[src/rtl/fft_pkg.sv]
// Shared definitions for the FFT sequencer: state encoding and default sizes.
package fft_pkg;
   localparam int LOG2N_DEF = 4;
   localparam int N_DEF     = 1 << LOG2N_DEF;
   localparam int ADDR_W    = LOG2N_DEF;
   localparam int TW_W      = LOG2N_DEF - 1;

   typedef enum logic [1:0] {
      ST_IDLE  = 2'd0,
      ST_RUN   = 2'd1,
      ST_DRAIN = 2'd2,
      ST_DONE  = 2'd3
   } state_t;
endpackage

[src/rtl/fft_seq_ctrl_if.sv]
// Control/address bundle between the FFT sequencer and its host/datapath.
interface fft_seq_ctrl_if import fft_pkg::*; #(
   parameter int LOG2N = LOG2N_DEF
) ();
   logic             start_i;
   logic             busy_o;
   logic             done_o;
   logic [LOG2N-1:0] stage_o;
   logic             rd_en_o;
   logic [LOG2N-1:0] rd_addr_a_o;
   logic [LOG2N-1:0] rd_addr_b_o;
   logic [LOG2N-2:0] tw_idx_o;
   logic             wr_en_o;
   logic [LOG2N-1:0] wr_addr_a_o;
   logic [LOG2N-1:0] wr_addr_b_o;

   modport master (
      output start_i,
      input  busy_o, done_o, stage_o, rd_en_o, rd_addr_a_o, rd_addr_b_o,
             tw_idx_o, wr_en_o, wr_addr_a_o, wr_addr_b_o
   );

   modport slave (
      input  start_i,
      output busy_o, done_o, stage_o, rd_en_o, rd_addr_a_o, rd_addr_b_o,
             tw_idx_o, wr_en_o, wr_addr_a_o, wr_addr_b_o
   );
endinterface

[src/rtl/fft_wb_delay.sv]
// Fixed-depth shift register that carries issue valid + addresses to write-back.
module fft_wb_delay import fft_pkg::*; #(
   parameter int DEPTH = 2,
   parameter int WIDTH = 1 + 2*ADDR_W
) (
   input  logic             clk_i,
   input  logic             rst_i,
   input  logic [WIDTH-1:0] din,
   output logic [WIDTH-1:0] dout
);
   logic [DEPTH-1:0][WIDTH-1:0] pipe;

   // Shift one stage per cycle; reset empties the whole line so nothing is written.
   always_ff @(posedge clk_i) begin
      if (rst_i) begin
         pipe <= '0;
      end else begin
         pipe[0] <= din;
         for (int i = 1; i < DEPTH; i++) pipe[i] <= pipe[i-1];
      end
   end

   assign dout = pipe[DEPTH-1];
endmodule

[src/rtl/fft_seq_ctrl.sv]
// Radix-2 DIT in-place FFT sequencer: issues N/2 butterflies per stage,
// drains the butterfly latency between stages, and pulses done at the end.
module fft_seq_ctrl import fft_pkg::*; #(
   parameter int LOG2N  = LOG2N_DEF,
   parameter int BF_LAT = 2
) (
   input logic           clk_i,
   input logic           rst_i,
   fft_seq_ctrl_if.slave bus
);
   localparam int AW  = LOG2N;
   localparam int TWW = LOG2N - 1;
   localparam int KW  = LOG2N - 1;
   localparam int DW  = 1 + 2*AW;

   localparam logic [1:0] S_IDLE  = ST_IDLE;
   localparam logic [1:0] S_RUN   = ST_RUN;
   localparam logic [1:0] S_DRAIN = ST_DRAIN;
   localparam logic [1:0] S_DONE  = ST_DONE;

   localparam logic [KW-1:0] K_LAST = '1;
   localparam logic [AW-1:0] S_LAST = AW'(LOG2N - 1);
   localparam logic [3:0]    D_LAST = 4'(BF_LAT - 1);

   logic [1:0]     state;
   logic [AW-1:0]  s;
   logic [KW-1:0]  k;
   logic [3:0]     dcnt;

   logic           rd_en;
   logic [AW-1:0]  span, pos, grp, a, b, tw_sh;
   logic [TWW-1:0] tw;
   logic [AW-1:0]  a_q, b_q;
   logic [DW-1:0]  wb_in, wb_out;

   // Sequencer FSM: stage/butterfly counters and the inter-stage drain timer.
   always_ff @(posedge clk_i) begin
      if (rst_i) begin
         state <= S_IDLE;
         s     <= '0;
         k     <= '0;
         dcnt  <= '0;
      end else begin
         case (state)
            S_IDLE: begin
               if (bus.start_i) begin
                  state <= S_RUN;
                  s     <= '0;
                  k     <= '0;
               end
            end
            S_RUN: begin
               if (k == K_LAST) begin
                  state <= S_DRAIN;
                  dcnt  <= '0;
               end else begin
                  k <= k + KW'(1);
               end
            end
            S_DRAIN: begin
               if (dcnt == D_LAST) begin
                  if (s == S_LAST) begin
                     state <= S_DONE;
                  end else begin
                     state <= S_RUN;
                     s     <= s + AW'(1);
                     k     <= '0;
                  end
               end else begin
                  dcnt <= dcnt + 4'd1;
               end
            end
            default: begin
               state <= S_IDLE;
               s     <= '0;
               k     <= '0;
            end
         endcase
      end
   end

   // Butterfly addressing: split k into group and position within the span.
   always_comb begin
      span  = AW'(1) << s;
      pos   = AW'(k) & (span - AW'(1));
      grp   = AW'(k) >> s;
      a     = ((grp << s) << 1) | pos;
      b     = a | span;
      tw_sh = AW'(LOG2N - 1) - s;
      tw    = TWW'(pos << tw_sh);
   end

   assign rd_en = (state == S_RUN);
   assign a_q   = rd_en ? a : '0;
   assign b_q   = rd_en ? b : '0;

   assign bus.busy_o      = (state != S_IDLE);
   assign bus.done_o      = (state == S_DONE);
   assign bus.stage_o     = s;
   assign bus.rd_en_o     = rd_en;
   assign bus.rd_addr_a_o = a_q;
   assign bus.rd_addr_b_o = b_q;
   assign bus.tw_idx_o    = rd_en ? tw : '0;

   assign wb_in = {rd_en, a_q, b_q};

   fft_wb_delay #(
      .DEPTH (BF_LAT),
      .WIDTH (DW)
   ) u_wb_delay (
      .clk_i (clk_i),
      .rst_i (rst_i),
      .din   (wb_in),
      .dout  (wb_out)
   );

   assign bus.wr_en_o     = wb_out[DW-1];
   assign bus.wr_addr_a_o = wb_out[2*AW-1:AW];
   assign bus.wr_addr_b_o = wb_out[AW-1:0];
endmodule

[src/flat_wrapper.sv]
// flat-port wrapper written by rule: the top's interface ports become plain ports
module fft_seq_ctrl_flat import fft_pkg::*;
#(
   parameter int LOG2N  = LOG2N_DEF,
   parameter int BF_LAT = 2
)
  (clk_i, rst_i, bus_start_i, bus_busy_o, bus_done_o, bus_stage_o, bus_rd_en_o, bus_rd_addr_a_o, bus_rd_addr_b_o, bus_tw_idx_o, bus_wr_en_o, bus_wr_addr_a_o, bus_wr_addr_b_o);
  fft_seq_ctrl_if #(.LOG2N(LOG2N)) bus_i ();
  input logic clk_i;
  input logic rst_i;
  input wire logic [$bits(bus_i.start_i)-1:0] bus_start_i;
  output wire logic [$bits(bus_i.busy_o)-1:0] bus_busy_o;
  output wire logic [$bits(bus_i.done_o)-1:0] bus_done_o;
  output wire logic [$bits(bus_i.stage_o)-1:0] bus_stage_o;
  output wire logic [$bits(bus_i.rd_en_o)-1:0] bus_rd_en_o;
  output wire logic [$bits(bus_i.rd_addr_a_o)-1:0] bus_rd_addr_a_o;
  output wire logic [$bits(bus_i.rd_addr_b_o)-1:0] bus_rd_addr_b_o;
  output wire logic [$bits(bus_i.tw_idx_o)-1:0] bus_tw_idx_o;
  output wire logic [$bits(bus_i.wr_en_o)-1:0] bus_wr_en_o;
  output wire logic [$bits(bus_i.wr_addr_a_o)-1:0] bus_wr_addr_a_o;
  output wire logic [$bits(bus_i.wr_addr_b_o)-1:0] bus_wr_addr_b_o;
  assign bus_i.start_i = bus_start_i;
  assign bus_busy_o = bus_i.busy_o;
  assign bus_done_o = bus_i.done_o;
  assign bus_stage_o = bus_i.stage_o;
  assign bus_rd_en_o = bus_i.rd_en_o;
  assign bus_rd_addr_a_o = bus_i.rd_addr_a_o;
  assign bus_rd_addr_b_o = bus_i.rd_addr_b_o;
  assign bus_tw_idx_o = bus_i.tw_idx_o;
  assign bus_wr_en_o = bus_i.wr_en_o;
  assign bus_wr_addr_a_o = bus_i.wr_addr_a_o;
  assign bus_wr_addr_b_o = bus_i.wr_addr_b_o;
  fft_seq_ctrl #(.LOG2N(LOG2N), .BF_LAT(BF_LAT)) u_core (.clk_i(clk_i), .rst_i(rst_i), .bus(bus_i));
endmodule
[config.mk]
export PLATFORM = sky130hd
export DESIGN_NAME = fft_seq_ctrl_flat
export DESIGN_NICKNAME = d
export VERILOG_FILES = /design/src/rtl/fft_pkg.sv /design/src/rtl/fft_seq_ctrl_if.sv /design/src/rtl/fft_wb_delay.sv /design/src/rtl/fft_seq_ctrl.sv /design/src/flat_wrapper.sv
export SDC_FILE = /design/constraint.sdc
export NUM_CORES = 1
export LEC_CHECK = 0
export CAP_MARGIN = 20
export CORE_MARGIN = 2
export CORE_UTILIZATION = 35
export CTS_CLUSTER_DIAMETER = 50
export DETAILED_ROUTE_END_ITERATION = 10
export PLACE_DENSITY_LB_ADDON = 0.12
export SKIP_CTS_REPAIR_TIMING = 1
export SLEW_MARGIN = 25
export SYNTH_ARGS = -nofsm -noshare
export SYNTH_HDL_FRONTEND = slang
export SYNTH_HIERARCHICAL = 1
export SYNTH_SLANG_ARGS = --single-unit
[constraint.sdc]
create_clock -name clk_i -period 2.5 [get_ports clk_i]
set_input_delay 0.5 -clock clk_i [delete_from_list [all_inputs] [get_ports clk_i]]
set_output_delay 0.5 -clock clk_i [all_outputs]
set_load 0.005 [all_outputs]
# After elaboration in Yosys (flattened, before gate mapping)
# Index checks and enable logic that the tools add are counted.
[op_classes] n_eq_ne=12 shift=4 n_bitwise=4 muxes=20 add_sub_neg=5 reduce_logical=7
[ops] op="$mux 4" n=7
[ops] op="$mux 3" n=5
[ops] op="$pmux 4 s3" n=1
[ops] op="$ne 2x2->1 const B" n=5
[ops] op="$pmux 3 s3" n=1
[ops] op="$add 4x1->4 const B" n=2
[ops] op="$mux 2" n=4
[ops] op="$or 4x4->4" n=2
[ops] op="$pmux 4 s2" n=1
[ops] op="$reduce_and 4->1" n=2
[ops] op="$shl 4x4->3" n=2
[ops] op="$pmux 2 s3" n=1
[ops] op="$reduce_and 3->1" n=2
[ops] op="$and 3x4->4" n=1
[ops] op="$eq 2x2->1 const B" n=2
[ops] op="$eq 4x1->1 const B" n=1
[ops] op="$eq 4x2->1 const B" n=1
[ops] op="$reduce_bool 2->1" n=2
[ops] op="$shl 1x4->4 const A" n=1
[ops] op="$shr 3x4->4" n=1
[ops] op="$sub 2x4->4 const A" n=1
[ops] op="$sub 4x1->4 const B" n=1
[ops] op="$add 3x1->3 const B" n=1
[ops] op="$eq 3x3->1 const B" n=1
[ops] op="4 further kinds" n=4
[totals] word_cells=58 inputBits=3 out_inout_bits=27 regBits=31

# Longest topological paths before layout
[depth] word_depth=6 ltp_mapped=8 ltp_nobuf=7

# Cells and area by module
# The synthesis kept the hierarchy.
[by_module_without_submodules] mod="fft_seq_ctrl" cells_per_inst=128 instances=1 seq_area_each_um2=260.2 area_each_um2=1002.2
[by_module_without_submodules] mod="fft_wb_delay" cells_per_inst=46 instances=1 seq_area_each_um2=360.3 area_each_um2=556.8

# Worst setup path before layout
# Ideal clock, no wire load.
[synth_timing] path_kind="flip-flop to output port" from="register u_core.s[2], in the netlist u_core/bus.stage_o[2]" to="output port bus_tw_idx_o[2]" path_buffers=1 required_ps=2000 path_stages_with_launch=8 setup_slack_ps=312 arrival_time_ps=1688 cell_sequence="dfxtp_1 buf_6 nor4_1 inv_1 ha_1 nor2b_1 nand3b_1 a21boi_0"
[synth_via] elab_chain_cells=5 elab_cells_between_ends=6 classes_between="add/sub (2); shift (2); mux (1); bitwise (1)"
[synth_rtl] element="from (decl)" line_no="fft_seq_ctrl.sv:26" rtl="logic [AW-1:0] s;"
[synth_rtl] element="from (signal assigned)" line_no="fft_seq_ctrl.sv:66" rtl="s <= s + AW'(1);"
[synth_rtl] element="$shl 1x4->4" line_no="fft_seq_ctrl.sv:84" rtl="span = AW'(1) << s;"
[synth_rtl] element="$sub 4x1->4" line_no="fft_seq_ctrl.sv:85" rtl="pos = AW'(k) & (span - AW'(1));"
[synth_rtl] element="$and 3x4->4" line_no="fft_seq_ctrl.sv:85"
[synth_rtl] element="$shl 4x4->3 *" line_no="fft_seq_ctrl.sv:90" rtl="tw = TWW'(pos << tw_sh);"
[synth_rtl] element="$mux 3 *" line_no="fft_seq_ctrl.sv:103" rtl="assign bus.tw_idx_o = rd_en ? tw : '0;"
[synth_rtl] element="to (decl)" line_no="flat_wrapper.sv:18" rtl="output wire logic [$bits(bus_i.tw_idx_o)-1:0] bus_tw_idx_o;"
# Mark *: on every way between the ends. The rest lies on a longest branch, timed or not.

# Worst setup path in the final report
[layout_timing] from="register u_core.s[1], in the netlist u_core/bus.stage_o[1]" to="output port bus_tw_idx_o[1]"
# Same word-level chain as after synthesis.

==> metrics.md <==
| Metric | Value |
|---|---|
| Final Max Tran Viols | 0 |
| Synth area leaders | dfxtp_1 40%, ha_1 5.6%, buf_4 4.8% |
| Setup Crit Path Kind | register to output pin |
| Hold slack | 432 ps |
| Multiplexer share of the synthesized area | 1.36% |
| Hold path startpoint | u_core/u_wb_delay/pipe[2] |
| GP Congestion | 0.811 |
| Clock transition at path regs | approximately 60 ps |
| Final worst slack | 56.1 ps |
| DR iter-0 viols | 25 |
| Setup TNS | 0 ps |
| Post-synth ARST share | 0% |
| CTS sink cnt | 31 |
| Dpl cell area | 0.00190 mm2 |
| Final wirelength | 3.41 mm |
| Initial Util | 36.1% |
| CTS tree | yes |
| Top FF cell, synth | dfxtp_1 |
| Fmax achieved | 409 MHz |
| Worst slew margin | 72.1% |
| CP Capture Type | output pin |
| Port bufs | 29 |
| GRT Total Usage | 13.7% |
| Tcrit/Tclk final | 97.8% |
| Seq/Total Area, Yosys | 39.8% |
| P_int | around 730 uW |
| I/O pin count | 30 |
| Top-area cell type share of the netlist area | between 30 and 40% |
| Routed Antenna Nets | 0 |
| Reg-to-Reg End | u_core/u_wb_delay/pipe[5] |
| Vias | 1,301 |
| Cts bufs inserted | 5 |
| Reg2reg path depth | 11 |
| VDD IR max | 247 uV |
| Die Span X | between 70 and 80 um |
| Status | complete, no violations |
| Count of nets after finishing | 220 |
| Clock power frac | 39.7% |
| Syn avg cell area | 8.96 um2 |
| Ant diodes | 0 |
| Layout overhead on the synthesized area | 35.2% |
| Setup WS pre-CTS | -86.6 ps |
| Worst-Margin Slew | 419 ps |
| Die Area | 0.00500 mm2 |
| Seq pwr share | between 50% and 60% |
| DR DRC count | 0 |
| Clk buf depth | 2 |
| Vias/cell | roughly 5 |
| Worst setup endpoint | bus_tw_idx_o[1] |
| Initial antenna violation count | 0 |
| Post-synthesis net count | 184 |
| Largest family of logic cells by synthesized area | simple AND/OR/NAND/NOR gates |
| Yosys reg bits | 31 |
| Worst Path Arrival | 1940 ps |
| Critical path fanouts, max | 3 |
| Combinational power share | 7.9% |
| Min Tclk post-route | 2440 ps |
| Clk_skew | 4.46 ps |
| Number of synthesized flops with an enable pin | 0 |
| Power Total | 963 uW |
| Detail Placement HPWL | 2.48 mm |
| CP Launch Type | register |
| Vias in the first global route | 1,209 |
| Area of the core | 0.00432 mm2 |
| Row count | 24 |
| Critical path required time | 2000 ps |
| Final Hold Violating Endpoints | 0 |
| Pwr Density | around 460 mW/mm2 |
| H-Tree Depth | 2 |
| Worst flop-to-flop path startpoint | u_core/bus.stage_o[1] |
| Most common cell after layout, fill and taps aside | dfxtp_1 |
| Fin area | 0.00211 mm2 |
| Sw Ratio | a little under a quarter |
| Final number of setup-violating endpoints | 0 |
| Root Driver | clkbuf_8 |
| Synth Area in Simple Gates | 31.0% |
| Flop-to-flop setup slack | 540 ps |
| Switch Pwr | approximately 230 uW |
| Hold crit path type | register to register |
| Warnings, synthesis | 6 |
| RSZ-0062 raised after global routing | yes |
| Area share of xor/xnor cells in the synthesized design | 1.69% |
| Syn Inst Count | 174 |
| Avg WL per Cell | about 13 um |
| Max_cap viols | 0 |
| Critical Path Start | u_core/bus.stage_o[1] |
| Layout cells sized above 1 | 25.6% |
| Largest net degree at the start of global routing | 17 |
| Total grt overflow | 0 |
| Post-Syn Area | around 0.0016 mm2 |
| Die H | slightly above 70 um |
| First-pass GRT wire length | 5.48 mm |
| Netlist cell types | 46 |
| Static leakage | 0.000867 uW |
| Compound-Gate Fraction of Synth Area | 10.7% |
| Clk Latency, worst-skew pair | 280 ps |
| Area leader, netlist | dfxtp_1 |
| Adder-Cell Fraction of Synth Area | under 10% |
| Most frequent cells in the layout | 29 x dfxtp_1, 23 x clkdlybuf4s50_1, 17 x buf_4 |
| DR pass1 iterations | 4 |
metal layers:
layer | vias up | GRT usage (%) | part of all wire [%]
li1 | 650 | - | -
met1 | 615 | 16.2 | 46
met2 | 29 | 23.4 | 47
met3 | 7 | 3.99 | 4.8
met4 | 0 | 5.66 | 1.7
met5 | - | 0 | 0
how the worst min path moves through the flow:
| stage | slack (ps) | depth (start not counted) | endpoint |
|---|---|---|---|
| after floorplan | 410 | 1 | u_core/u_wb_delay/dout[0] |
| after global placement | 420 | 1 | u_core/u_wb_delay/dout[1] |
| after detailed placement | 420 | 1 | u_core/u_wb_delay/dout[2] |
| after CTS | 430 | 1 | u_core/u_wb_delay/dout[2] |
| after global routing | 460 | 1 | u_core/u_wb_delay/dout[4] |
| final | 430 | 1 | u_core/u_wb_delay/dout[2] |
critical path: stages (launching register included):
cell	delay [ps]
dfxtp_4	360
nor4_4	310
inv_2	90
ha_4	280
nor2b_4	40
buf_4	120
buf_4	130
mux2i_1	130
nor2_1	60
dlymetal6s2s_1	140
cell families (layout without fill, tap and decap cells):
group,count (synthesis),count (layout)
AOI/OAI and AO/OA,26,26
xor gates and xnor gates,3,3
adders and majority gates,7,7
buffers and inverters,25,62
DFF,31,31
muxes,2,2
and+or+nand+nor,80,80
cells in the mapped netlist, types with 4 or more instances:
library cell	count
inv_1	7
dfxtp_1	31
nand2_1	14
nor2b_1	12
nor3_1	4
nand3_1	8
buf_4	10
ha_1	7
nor2_1	9
a21oi_1	14
and2b_1	7
flip-flops by register name, indices dropped and copies added (netlist names):
name                    count
u_core/bus.stage_o          4
u_core/dcnt                 4
u_core/k                    3
u_core/u_wb_delay/dout      9
u_core/state                2
u_core/u_wb_delay/pipe      9
metrics by stage:
stage,cells,util (%)
6_report,263,48.8
5_1_grt,263,48.8
3_5_place_dp,252,43.9
4_1_cts,260,45.8
2_1_floorplan,174,-
3_3_place_gp,252,43.9
layout make-up:
cell class              instances  area [um2]
well taps                      52        65.1
multi-input cells             118         878
clock buffers                   7        76.3
flip-flops and latches         31         628
inverters                       7        26.3
repair buffers                 47         429
fillers                       427        2220
clock inverters                 1        5.00
power groups by stage:
stage | registers (uW) | logic [uW] | clock network, uW
after detailed placement | 517 | 72.4 | 0
after global placement | 517 | 71.0 | 0
after CTS | 506 | 72.4 | 393
final | 504 | 76.5 | 382
after global routing | 505 | 84.4 | 412
after floorplan | 516 | 42.0 | 0
Note: power is estimated with default switching activity, not from simulation.
==> RTL change 1: new RTL, same flow settings <==
Make the reset (`rst_i`) asynchronous in 2 clocked blocks.
--- a/src/rtl/fft_wb_delay.sv
+++ b/src/rtl/fft_wb_delay.sv
@@ -12,5 +12,5 @@
 
    // Shift one stage per cycle; reset empties the whole line so nothing is written.
-   always_ff @(posedge clk_i) begin
+   always_ff @(posedge clk_i or posedge rst_i) begin
       if (rst_i) begin
          pipe <= '0;
--- a/src/rtl/fft_seq_ctrl.sv
+++ b/src/rtl/fft_seq_ctrl.sv
@@ -35,5 +35,5 @@
 
    // Sequencer FSM: stage/butterfly counters and the inter-stage drain timer.
-   always_ff @(posedge clk_i) begin
+   always_ff @(posedge clk_i or posedge rst_i) begin
       if (rst_i) begin
          state <= S_IDLE;
Function: differs if rst_i is asserted again (counterexample within 4 cycles, from zero or initial values and one cycle with rst_i high); with rst_i held inactive, the same outputs for 10 cycles.
==> RTL change 1 against the unedited design <==
The flow now finishes with violations (negative setup slack). Synthesized cell count is 11% lower. Sequential cell count stayed put. Setup slack worse by 0.12 ns. Critical path depth is 1 lower. Count of clock-buffer cells in the layout is 1 lower. Register-to-register slack better by 0.12 ns. Die area is 1.6% higher. Synthesized area is 1.7% higher. Cell area is 7.1% higher. Fmax is 4.5% lower. Routed wire length is 12% higher. Hold slack worse by 0.083 ns.
Power is not compared: it rests on default switching activity, and its combinational part moved more than twofold at a synthesized area within 25%.
==> RTL change 1: results (changes against the unedited design) <==
INFO  status         outcome=finished, violations left [was finished, final reports clean]
INFO  status         violations=negative setup slack
INFO  cells_and_area post_route_cells_drive_above_1_share=29.9% [was 25.6%]
INFO  setup_path     critical_path_arrival=2.06ns [was 1.94 ns]
INFO  sta            max_slew_margin=54.8% [was 72.1%]
INFO  detailed_routing number_of_violations_reported_at_the_end_of_detailed_routing_iteration_0=76 [was 25]
INFO  cells_and_area finalNetCount=210 [was 220]
INFO  cells_and_area final_cells=253 [was 263]
INFO  grt            grt_use_total=15.8% [was 13.7%]
INFO  logic_synthesis synth_compound_gate_area_share=14.9% [was 10.7%]
INFO  grt            number_of_global_route_vias_before_repair=1315 [was 1209]
INFO  place          detailedPlacementHpwl=2660um [was 2480 um]
INFO  logic_synthesis synth_xor_area_share=0.552% [was 1.69%]
INFO  logic_synthesis sequential_cell_area_fraction_in_the_yosys_report=48.9% [was 39.8%]
INFO  place          final_estimated_routing_congestion_in_global_placement=0.834 [was 0.811]
INFO  setup_path     crit_path_max_incr_delay=0.41ns [was 0.36 ns]
INFO  grt            met2_resource_use_gr=24.3% [was 23.4%]
INFO  logic_synthesis synthTopCellsByCount=sky130_fd_sc_hd__dfrtp_1, sky130_fd_sc_hd__a21oi_1, sky130_fd_sc_hd__inv_1 [was sky130_fd_sc_hd__dfxtp_1, sky130_fd_sc_hd__a21oi_1, sky130_fd_sc_hd__nand2_1]
INFO  logic_synthesis post_synth_main_area_contributors=sky130_fd_sc_hd__dfrtp_1, sky130_fd_sc_hd__ha_1, sky130_fd_sc_hd__buf_4, sky130_fd_sc_hd__a21oi_1, sky130_fd_sc_hd__inv_1 [was sky130_fd_sc_hd__dfxtp_1, sky130_fd_sc_hd__ha_1, sky130_fd_sc_hd__buf_4, sky130_fd_sc_hd__nor2b_1, sky130_fd_sc_hd__a21oi_1]
INFO  setup_path     cp_slowest_cell=sky130_fd_sc_hd__dfrtp_1 [was sky130_fd_sc_hd__dfxtp_4]
INFO  grt            maximum_number_of_pins_on_one_net_before_global_route_repair=20 [was 17]
INFO  grt            met3_demand_to_capacity_share_in_global_routing=4.50% [was 3.99%]
INFO  logic_synthesis synth_flop_cell=sky130_fd_sc_hd__dfrtp_1 [was sky130_fd_sc_hd__dfxtp_1]
INFO  logic_synthesis avgSynthCellArea=10.2um^2 [was 8.96 um^2]
INFO  grt            grtUsageMet1=21.3% [was 16.2%]
INFO  place          dpl_cell_area=1960um^2 [was 1900 um^2]
INFO  logic_synthesis synth_nets=165 [was 184]
INFO  setup_path     worst-r2r-setup-slack=0.66ns [was 0.54 ns]
INFO  sta            final.setup.worst_slack=-0.0601ns [was 0.0561 ns]
INFO  logic_synthesis ys_types=47 [was 46]
INFO  sta            finalSetupViolCount=1 [was 0]
INFO  logic_synthesis synthAdderAreaFrac=5.52% [was 5.62%]
INFO  sta            timing.setup.tns=-0.0601ns [was 0 ns]
INFO  logic_synthesis synth.mux.area_fraction=1.97% [was 1.36%]
-- RTL change 1: cell type report --
cell class / instances / area (um^2)
flip-flops and latches: 31 / 778
repair buffers: 56 / 512
clock inverters: 2 / 35.0
multi-input cells: 95 / 744
inverters: 11 / 41.3
clock buffers: 6 / 82.6
fillers: 383 / 2100
well taps: 52 / 65.1
-- RTL change 1: kinds of logic (layout without fill, tap and decap cells) --
| logic type | after synthesis | after routing |
|---|---|---|
| buffers and inverters | 29 | 75 |
| and+or+nand+nor | 49 | 49 |
| xor gates and xnor gates | 1 | 1 |
| muxes | 3 | 3 |
| AOI/OAI and AO/OA | 35 | 35 |
| adders and majority gates | 7 | 7 |
| DFF | 31 | 31 |
-- RTL change 1: power by group through the flow --
stage | registers (mW) | clock network, mW | logic (mW)
finish | 0.502 | 0.513 | 0.0155
global route | 0.501 | 0.547 | 0.0184
CTS | 0.501 | 0.530 | 0.0166
detailed placement | 0.511 | 0 | 0.0165
global placement | 0.511 | 0 | 0.0156
floorplan | 0.511 | 0 | 0.00913
-- RTL change 1: worst max-delay path, delay by kind of cell (launching register included) --
kind                       cells  cell delay (ns)
adders and majority gates      1             0.25
buffers and inverters          3             0.39
DFF                            1             0.41
muxes                          1             0.10
and+or+nand+nor                3             0.62
-- RTL change 1: metal layers --
layer  wire, um  share of wire [%]
met1       1700                 45
met2       1900                 50
met3        167                4.4
met4         47                1.2
met5          0                  0
-- RTL change 1: final timing paths --
| path | startpoint | endpoint | depth (start not counted) |
|---|---|---|---|
| min in group asynchronous | rst_i | u_core/dcnt[1]$_DFFE_PP0P_ | 2 |
| max reg2reg | u_core/dcnt[1]$_DFFE_PP0P_ | u_core/bus.stage_o[1]$_DFFE_PP0P_ | 5 |
| max | u_core/bus.stage_o[3]$_DFFE_PP0P_ | bus_tw_idx_o[1] | 8 |
| max in group asynchronous | rst_i | u_core/u_wb_delay/dout[1]$_DFF_PP0_ | 2 |
| min | u_core/u_wb_delay/pipe[2]$_DFF_PP0_ | u_core/u_wb_delay/dout[2]$_DFF_PP0_ | 0 |
| min reg2reg | u_core/u_wb_delay/pipe[2]$_DFF_PP0_ | u_core/u_wb_delay/dout[2]$_DFF_PP0_ | 0 |
-- RTL change 1: stage by stage --
stage,hold slack [ns],setup WS (ns)
after floorplan,0.331,0.135
after global placement,0.332,-0.181
after detailed placement,0.336,-0.284
after CTS,0.350,-0.597
after global routing,0.357,-0.205
final,0.349,-0.0601
==> RTL change 2: new RTL, same flow settings <==
Made on the original files. `BF_LAT` is set to 2 in 2 places; all go to 4.
--- a/src/rtl/fft_seq_ctrl.sv
+++ b/src/rtl/fft_seq_ctrl.sv
@@ -3,5 +3,5 @@
 module fft_seq_ctrl import fft_pkg::*; #(
    parameter int LOG2N  = LOG2N_DEF,
-   parameter int BF_LAT = 2
+   parameter int BF_LAT = 4
 ) (
    input logic           clk_i,
--- a/src/flat_wrapper.sv
+++ b/src/flat_wrapper.sv
@@ -3,5 +3,5 @@
 #(
    parameter int LOG2N  = LOG2N_DEF,
-   parameter int BF_LAT = 2
+   parameter int BF_LAT = 4
 )
   (clk_i, rst_i, bus_start_i, bus_busy_o, bus_done_o, bus_stage_o, bus_rd_en_o, bus_rd_addr_a_o, bus_rd_addr_b_o, bus_tw_idx_o, bus_wr_en_o, bus_wr_addr_a_o, bus_wr_addr_b_o);
Function: changed (Yosys sat finds a counterexample within 4 cycles, from zero or initial values and one cycle with rst_i high).
==> RTL change 2 against the unedited design <==
Setup slack improved by 0.062 ns. Routed wire length up 9.6%. Cell area increased by 23%. Register-to-register slack improved by 0.16 ns. Synthesized area up 31%. Sequential cell count up 18. Total power up 41%. Sequential share of layout area increased by 8.2 points. Critical path type unchanged. Largest power group unchanged. Highest routed layer unchanged.
==> RTL change 2: results (changes against the unedited design) <==
INFO  detailed_routing number_of_violations_reported_at_the_end_of_detailed_routing_iteration_0=61 [was 25]
INFO  grt            grt_pass1_wl=6360um [was 5480 um]
INFO  place          final_estimated_routing_congestion_in_global_placement=0.771 [was 0.811]
INFO  logic_synthesis synthTopCellsByCount=sky130_fd_sc_hd__dfxtp_1, sky130_fd_sc_hd__nor2b_1, sky130_fd_sc_hd__a21oi_1 [was sky130_fd_sc_hd__dfxtp_1, sky130_fd_sc_hd__a21oi_1, sky130_fd_sc_hd__nand2_1]
INFO  clocking       clk_pin_slew_worst_paths=0.09ns [was 0.06 ns]
INFO  detailed_routing drt-wirelength-per-cell=11.8um [was 13.0 um]
INFO  setup_path     r2r.worst_path.cells=8 [was 11]
INFO  setup_path     crit_path_max_incr_delay=0.49ns [was 0.36 ns]
INFO  cells_and_area post_route_cells_drive_above_1_share=22.0% [was 25.6%]
INFO  setup_path     cp_slowest_cell=sky130_fd_sc_hd__clkdlybuf4s50_1 [was sky130_fd_sc_hd__dfxtp_4]
INFO  grt            maximum_number_of_pins_on_one_net_before_global_route_repair=40 [was 17]
INFO  place          detailedPlace.worstSlack=-0.0178ns [was -0.0866 ns]
INFO  sta            max_slew.worst_pin.slew=0.406ns [was 0.419 ns]
INFO  detailed_routing via_count=1470 [was 1301]
INFO  power          p_leak=1.06nW [was 0.867 nW]
INFO  worst_hold_path timing.hold.worst_endpoint=u_core/u_wb_delay/dout[6]$_SDFF_PP0_ [was u_core/u_wb_delay/dout[2]$_SDFF_PP0_]
INFO  sta            timing.clock.skew=0.00775ns [was 0.00446 ns]
INFO  setup_path     reg2reg_launch_point=u_core/bus.stage_o[2]$_SDFFE_PP0P_ [was u_core/bus.stage_o[1]$_SDFFE_PP0P_]
INFO  cells_and_area fillers=568 [was 427]
INFO  setup_path     r2r_end=u_core/bus.stage_o[3]$_SDFFE_PP0P_ [was u_core/u_wb_delay/pipe[5]$_SDFF_PP0_]
INFO  setup_path     worst-r2r-setup-slack=0.70ns [was 0.54 ns]
INFO  logic_synthesis post_synth_main_area_contributors=sky130_fd_sc_hd__dfxtp_1, sky130_fd_sc_hd__nor2b_1, sky130_fd_sc_hd__buf_4, sky130_fd_sc_hd__ha_1, sky130_fd_sc_hd__a21oi_1 [was sky130_fd_sc_hd__dfxtp_1, sky130_fd_sc_hd__ha_1, sky130_fd_sc_hd__buf_4, sky130_fd_sc_hd__nor2b_1, sky130_fd_sc_hd__a21oi_1]
INFO  logic_synthesis sequential_cell_area_fraction_in_the_yosys_report=48.0% [was 39.8%]
INFO  worst_hold_path holdCritStartpoint=u_core/u_wb_delay/pipe[24]$_SDFF_PP0_ [was u_core/u_wb_delay/pipe[2]$_SDFF_PP0_]
INFO  setup_path     critical_path_arrival=1.88ns [was 1.94 ns]
INFO  place          detailedPlacementHpwl=2560um [was 2480 um]
INFO  clocking       clock_insertion_delay_worst_skew=0.30ns [was 0.28 ns]
INFO  status         outcome=finished, final reports clean [unchanged]
## RTL change 2: cell type report
type / count / area share (%)
clock buffers: 6 / 2.80
clock inverters: 2 / 0.531
inverters: 7 / 1.01
multi-input cells: 131 / 36.7
flip-flops and latches: 49 / 38.0
well taps: 72 / 3.47
repair buffers: 50 / 17.5
## RTL change 2: power by group
group | leakage (nW) | internal, mW | switching [mW]
combinational | 0.616 | 0.0494 | 0.0529
clock | 0.0456 | 0.200 | 0.256
sequential | 0.397 | 0.792 | 0.00712
total | 1.06 | 1.04 | 0.316
## RTL change 2: worst max path at each step
stage	endpoint	slack (ns)
finish	bus_rd_addr_b_o[3]	0.12
global route	bus_tw_idx_o[2]	-0.01
CTS	bus_tw_idx_o[2]	-0.38
detailed placement	bus_rd_addr_b_o[1]	-0.02
global placement	bus_tw_idx_o[2]	-0.02
floorplan	bus_tw_idx_o[2]	0.29
## RTL change 2: cell families after synthesis
logic type / count (synthesis) / share of synthesized area [%]
fa+ha+maj: 6 / 3.67
flops: 49 / 48.0
buf+inv: 27 / 8.45
mux: 3 / 1.47
simple gates: 92 / 28.6
compound gates: 28 / 8.94
xor+xnor: 2 / 0.857
## RTL change 2: per-stage QoR
stage / std cells / power [mW] / area, um^2 / utilization, % / hold WS (ns)
final: 317 / 1.36 / 2590 / 46.5 / 0.439
after floorplan: 207 / 0.879 / 2040 / - / 0.414
after CTS: 316 / 1.38 / 2510 / 45.1 / 0.436
after global placement: 308 / 0.917 / 2430 / 43.5 / 0.421
after detailed placement: 308 / 0.916 / 2430 / 43.5 / 0.422
after global routing: 317 / 1.43 / 2590 / 46.5 / 0.448
## RTL change 2: metal layers
metal	track usage (%)	wire length [um]	vias up
met2	18.7	1590	30
met5	0	0	-
met3	3.82	171	6
met4	5.08	68	0
li1	-	-	763
met1	17.7	1910	671
